[src/rtl/uart_tx_mmio.sv]
// uart_tx_mmio: memory-mapped UART transmitter on the MEM-stage load/store bus.
// A program stores bytes into a small TX FIFO. A bit-serial FSM sends each one
// as 8N1, LSB first. The frame becomes 8E1/8O1 when UART_PARITY_EN is defined.
//
// Optional feature macro: UART_PARITY_EN
//   This macro adds a PARITY bit between DATA and STOP.
//   CTRL bit2 selects odd parity; when it is 0 the parity is even.
//
// Register map (word offset i_address):
//   0 TXDATA  W: push byte [7:0] (dropped and overflow set when full); R: 0
//   1 STATUS  R: {16'b0, count[7:0], 4'b0, overflow, busy, empty, full}
//             W: bit3 write-1-to-clear overflow
//   2 CTRL    RW: bit0 tx_en, bit1 irq_en, bit2 odd_parity (parity build only)
//   3 reserved (writes ignored, reads 0)
//
// Ports:
//   clk, rst_n        clock (rising edge), asynchronous active-low reset
//   i_sel             peripheral window selected by MEM-stage decode
//   i_address         word offset within the peripheral
//   i_mem_write/read  store / load strobes
//   i_mem_write_data  store data
//   o_mem_read_data   combinational load data, 0 when not selected for a read
//   o_tx              registered serial line, idle high
//   o_irq             registered level interrupt: irq_en & empty & !busy
module uart_tx_mmio #(
    parameter int CLKS_PER_BIT = 868,
    parameter int FIFO_DEPTH   = 8
) (
    input  logic        clk,
    input  logic        rst_n,
    input  logic        i_sel,
    input  logic [1:0]  i_address,
    input  logic        i_mem_write,
    input  logic        i_mem_read,
    input  logic [31:0] i_mem_write_data,
    output logic [31:0] o_mem_read_data,
    output logic        o_tx,
    output logic        o_irq
);
    localparam int PW = $clog2(FIFO_DEPTH);
    localparam int CW = PW + 1;
    localparam int BW = $clog2(CLKS_PER_BIT);

    typedef enum logic [2:0] {ST_IDLE, ST_START, ST_DATA, ST_PARITY, ST_STOP} state_t;

    state_t          state, state_next;
    logic [7:0]      mem [FIFO_DEPTH];
    logic [PW-1:0]   wptr, rptr;
    logic [CW-1:0]   count;
    logic            full, empty;
    logic            tx_en, irq_en, odd_parity, overflow;
    logic [BW-1:0]   baud_cnt;
    logic [2:0]      bit_cnt;
    logic [7:0]      shifter, shifter_next;
    logic            baud_done, pop, tx_d, busy;
    logic            wr, push_req, push;
    logic [31:0]     rdata;
    logic            unused_wdata;

    assign unused_wdata = ^i_mem_write_data[31:8];

    assign wr        = i_sel & i_mem_write;
    assign push_req  = wr & (i_address == 2'd0);
    // Acceptance looks at full from before the edge, so a pop on the same
    // edge does not make room for a push that arrives while the FIFO is full.
    assign push      = push_req & ~full;
    assign full      = (count == CW'(FIFO_DEPTH));
    assign empty     = (count == '0);
    assign baud_done = (baud_cnt == BW'(CLKS_PER_BIT - 1));

    // ------------------------------------------------------------------ FIFO
    // NOTE: storage has no reset; it is never read before a push writes it, and
    // leaving it unreset lets synthesis map it to plain RAM or LUTRAM.
    always_ff @(posedge clk) begin
        if (push) mem[wptr] <= i_mem_write_data[7:0];
    end

    // NOTE: all clocked state uses non-blocking assignments. Every register then
    // samples values from before the edge, whatever order the blocks run in.
    always_ff @(posedge clk or negedge rst_n) begin
        if (!rst_n) begin
            wptr  <= '0;
            rptr  <= '0;
            count <= '0;
        end else begin
            if (push) wptr <= wptr + PW'(1);
            if (pop)  rptr <= rptr + PW'(1);
            case ({push, pop})
                2'b10:   count <= count + CW'(1);
                2'b01:   count <= count - CW'(1);
                default: count <= count;
            endcase
        end
    end

    // ------------------------------------------------------ control registers
    always_ff @(posedge clk or negedge rst_n) begin
        if (!rst_n) begin
            tx_en    <= 1'b0;
            irq_en   <= 1'b0;
            overflow <= 1'b0;
`ifdef UART_PARITY_EN
            odd_parity <= 1'b0;
`endif
        end else begin
            if (wr) begin
                case (i_address)
                    2'd1: if (i_mem_write_data[3]) overflow <= 1'b0;
                    2'd2: begin
                        tx_en  <= i_mem_write_data[0];
                        irq_en <= i_mem_write_data[1];
`ifdef UART_PARITY_EN
                        odd_parity <= i_mem_write_data[2];
`endif
                    end
                    default: ;
                endcase
            end
            if (push_req && full) overflow <= 1'b1;
        end
    end

`ifndef UART_PARITY_EN
    assign odd_parity = 1'b0;
`endif

    // ------------------------------------------------------------- TX FSM
    always_ff @(posedge clk or negedge rst_n) begin
        if (!rst_n) state <= ST_IDLE;
        else        state <= state_next;
    end

    // NOTE: each combinational block assigns every output a default first, so
    // no path through it can leave a value unassigned and infer a latch.
    always_comb begin
        state_next = state;
        case (state)
            ST_IDLE:   if (tx_en && !empty) state_next = ST_START;
            ST_START:  if (baud_done) state_next = ST_DATA;
            ST_DATA:
                if (baud_done && bit_cnt == 3'd7) begin
`ifdef UART_PARITY_EN
                    state_next = ST_PARITY;
`else
                    state_next = ST_STOP;
`endif
                end
            ST_PARITY: if (baud_done) state_next = ST_STOP;
            ST_STOP:
                if (baud_done) state_next = (tx_en && !empty) ? ST_START : ST_IDLE;
            default:   state_next = ST_IDLE;
        endcase
    end

`ifdef UART_PARITY_EN
    logic parity_bit;
`endif

    // The output stage looks ahead at state_next so that o_tx can be
    // registered and still change on the same edge as the state.
    always_comb begin
        pop          = (state_next == ST_START) && (state == ST_IDLE || state == ST_STOP);
        busy         = (state != ST_IDLE);
        shifter_next = shifter;
        tx_d         = 1'b1;
        if (pop)
            shifter_next = mem[rptr];
        else if (state == ST_DATA && baud_done)
            shifter_next = {1'b0, shifter[7:1]};
        case (state_next)
            ST_START:  tx_d = 1'b0;
            ST_DATA:   tx_d = shifter_next[0];
`ifdef UART_PARITY_EN
            ST_PARITY: tx_d = parity_bit;
`endif
            default:   tx_d = 1'b1;
        endcase
    end

    always_ff @(posedge clk or negedge rst_n) begin
        if (!rst_n) begin
            shifter  <= '0;
            baud_cnt <= '0;
            bit_cnt  <= '0;
            o_tx     <= 1'b1;
            o_irq    <= 1'b0;
`ifdef UART_PARITY_EN
            parity_bit <= 1'b0;
`endif
        end else begin
            shifter  <= shifter_next;
            baud_cnt <= (state == ST_IDLE || baud_done) ? '0 : baud_cnt + BW'(1);
            if (state != ST_DATA)  bit_cnt <= '0;
            else if (baud_done)    bit_cnt <= bit_cnt + 3'd1;
            o_tx     <= tx_d;
            o_irq    <= irq_en & empty & ~busy;
`ifdef UART_PARITY_EN
            // The parity sense is latched when the byte is loaded, so a CTRL
            // write in the middle of a frame does not change that frame.
            if (pop) parity_bit <= (^mem[rptr]) ^ odd_parity;
`endif
        end
    end

    // ------------------------------------------------------------ read path
    always_comb begin
        rdata = '0;
        if (i_sel && i_mem_read) begin
            case (i_address)
                2'd1:    rdata = {16'b0, 8'(count), 4'b0, overflow, busy, empty, full};
                2'd2:    rdata = {29'b0, odd_parity, irq_en, tx_en};
                default: rdata = '0;
            endcase
        end
    end

    assign o_mem_read_data = rdata;

endmodule

[config.mk]
export PLATFORM = sky130hd
export DESIGN_NAME = uart_tx_mmio
export DESIGN_NICKNAME = d
export VERILOG_FILES = /design/src/rtl/uart_tx_mmio.sv
export SDC_FILE = /design/constraint.sdc
export NUM_CORES = 1
export LEC_CHECK = 0
export CAP_MARGIN = 20
export CORE_MARGIN = 5
export CORE_UTILIZATION = 30
export CTS_BUF_LIST = sky130_fd_sc_hd__clkbuf_4
export DETAILED_ROUTE_END_ITERATION = 8
export SLEW_MARGIN = 20
export SYNTH_ARGS = -nofsm -noshare
export SYNTH_HDL_FRONTEND = slang
export SYNTH_SLANG_ARGS = --single-unit
[constraint.sdc]
create_clock -name clk -period 2.3 [get_ports clk]
set_input_delay 0.46 -clock clk [delete_from_list [all_inputs] [get_ports clk]]
set_output_delay 0.46 -clock clk [all_outputs]
set_load 0.05 [all_outputs]
==> out/results.txt <==
# diodes: 0
CP max stage cell: or4b_4
clk_lat worst skew: 460 ps
Worst setup EP type: register
critical path type: reg -> reg
RSZ-0062 raised after global routing: true
Slew HR: 40.08%
antenna violation net count after detailed routing: 0
Via Count: 2704
Placeable Area: 15200 um2
status: finished clean
worst r2r dst: count[2]
synthesized area per cell: 14.21 um2
Synth Warn #: 0
Port Buffer Count: 24
register area share after synthesis: 62.40%
Die H: 134.4 um
Die ar.: 18070 um2
most common library cell in the layout ignoring fill and taps: edfxtp_1
clk slew on worst S/H paths: 160 ps
vias in the first global route: 2714
via/cell ratio: 4.583
Crit Reg-Reg Startpoint: count[1]
H-tree levels: 3
Die X: 134.4 um
WHS: 114.9 ps
Static Leak: 2.146 nW
fillers: 1466
I/O Pins: 73
WP data arrival: 2680 ps
post-synthesis register bit count: 103
Initial Util: 30.56%
CP most frequent cell: xor2_1
GP Congestion: 0.7784
most frequent cells in the layout: edfxtp_1 (64), buf_4 (47), dfrtp_1 (38)
TritonRoute pass-1 iters: 5
Inserted Clock Buffers: 9
Overflow after GRT: 0
Worst Setup SP: count[1]
final hold vios: 0
power per cell area: 895.4 nW/um2
critical path data required time: 2690 ps
Least-Margin Pin Slew: 898.8 ps
max-slew violation count: 0
hpwl dp: 6147 um
Max-Cap Viols: 0
clk buf depth: 2
number of flops mapped to enable cells by yosys: 64
post-synthesis cell type count: 44
asr flop ratio synth: 37.86%
post-route cell area: 5644 um2
antenna violations before repair: 0
Rows: 45
wire per inst: 14.75 um
Max Fclk: 0.4360 GHz
fin crit period: 2293 ps
first-pass GRT wire length: 14120 um
Critical Path Max Stage Delay: 480 ps
CTS Sinks: 103
Hold Path Class: in -> async
Final Net Count: 447
Worst R2R Setup Slack: 7 ps
critical path endpoint: count[2]
layout cell share with drive strength beyond 1: 28.11%
clock root cell: clkbuf_4
CTS Hold Buffers Added: 0
CP cell instances: nor4_4 > or4b_4 > a21o_1 > inv_2 > ha_4 > xor2_1 > ha_2 > a21oi_2 > xor2_1 > nor2_1 > xor2_1
Post-Route Setup TNS: 0 ps
total wire length: 8701 um
Startpoint Class: register
GRT Overall Usage: 10.19%
Synth Instances: 327
Setup-failing EPs final: 0
Critical Path Fanout Max: 3
R2R depth: 11
Placed Area: 5389 um2
pin count of the biggest net entering global routing: 40
IR drop worst, VDD: 0.2777 mV
Post-synth top flop: edfxtp_1
Layout Skew: 19.70 ps
Remaining DRCs: 0
Initial DRC Count: 228
CTS tree: yes
Layout area overhead: 21.49%
crit share post-route: 99.71%
Total Power: 5.054 mW
Synth Cell Area: 4646 um2
==> kinds of logic after synthesis <==
group / after synthesis / synth area share, %
mux: 32 / 11.37
flops: 103 / 62.40
compound gates: 29 / 4.040
other cells: 1 / 0.08072
simple gates: 90 / 10.07
xor+xnor: 17 / 3.205
fa+ha+maj: 11 / 2.963
buf+inv: 44 / 5.871
==> sequential cells by signal, indices dropped and copies added (netlist names) <==
| register | cells |
|---|---|
| o_irq | 1 |
| bit_cnt | 3 |
| count | 4 |
| state | 3 |
| mem | 64 |
| overflow | 1 |
| tx_en | 1 |
| irq_en | 1 |
| rptr | 3 |
| wptr | 3 |
| o_tx | 1 |
| shifter | 8 |
| baud_cnt | 10 |
==> synthesized netlist by cell type, drive strengths merged, types with 8 or more instances <==
library cell   n  area [um2]
a21oi         11       55.05
buf           32       226.5
dfrtp         38       950.9
edfxtp        64        1922
ha            11       137.6
inv            8       30.03
mux2i         13       133.9
mux4          16       360.4
nand2         19       71.32
nor2          20       75.07
nor3           8       40.04
xnor2          9       78.83
xor2           8       70.07
==> critical path: cells and delay by family, from the launching register on <==
family	cells	cell delay (ps)
AOI/OAI and AO/OA	2	230
xor gates and xnor gates	3	450
adders and majority gates	2	340
buffers and inverters	1	110
DFF	1	420
and+or+nand+nor	3	680
==> worst min-delay path by stage <==
stage / startpoint / to / slack [ps] / cells past startpoint
detailed placement: overflow / overflow / 480 / 2
global route: rst_n / o_irq / 140 / 1
finish: rst_n / o_irq / 110 / 1
CTS: rst_n / rptr[0] / 100 / 1
floorplan: rst_n / baud_cnt[0] / 160 / 0
global placement: overflow / overflow / 470 / 2
==> layer usage <==
layer	track usage, %	part of all wire [%]	vias up
met5	0	0	-
met4	2.885	1.2	0
met3	2.813	4.2	9
met2	17.68	52	54
met1	12.45	43	1341
li1	-	-	1300
==> layout make-up <==
class	instances	area (um2)	area share (%)
Timing Repair Buffer	72	680.7	12.06
Tap cell	188	235.2	4.168
Clock inverter	7	61.31	1.086
Clock buffer	9	67.56	1.197
Sequential cell	103	2899	51.36
Inverter	8	30.03	0.5320
Multi-Input combinational cell	203	1670	29.59
==> where the power goes <==
| part | switching (mW) | internal (mW) | leakage [nW] |
|---|---|---|---|
| Sequential | 0.241 | 2.22 | 1.06 |
| Clock | 0.632 | 0.250 | 0.0764 |
| Combinational | 0.836 | 0.875 | 1.01 |
| Total | 1.71 | 3.35 | 2.15 |
==> metrics by stage <==
step / instances / utilization, % / worst slack (ps)
4_1_cts: 587 / 36.67 / -33.06
3_3_place_gp: 570 / 35.45 / -401.7
6_report: 590 / 37.13 / 6.648
3_5_place_dp: 570 / 35.45 / -425.4
5_1_grt: 590 / 37.13 / -122.4
2_1_floorplan: 350 / - / -67.91
==> what timing repair did <==
item	4_1_cts	5_1_grt
buffers inserted	2	3
pin swaps	12	10
setup endpoints to repair	10	12
gates resized for setup	12	10
Note: power is estimated with default switching activity, not from simulation.
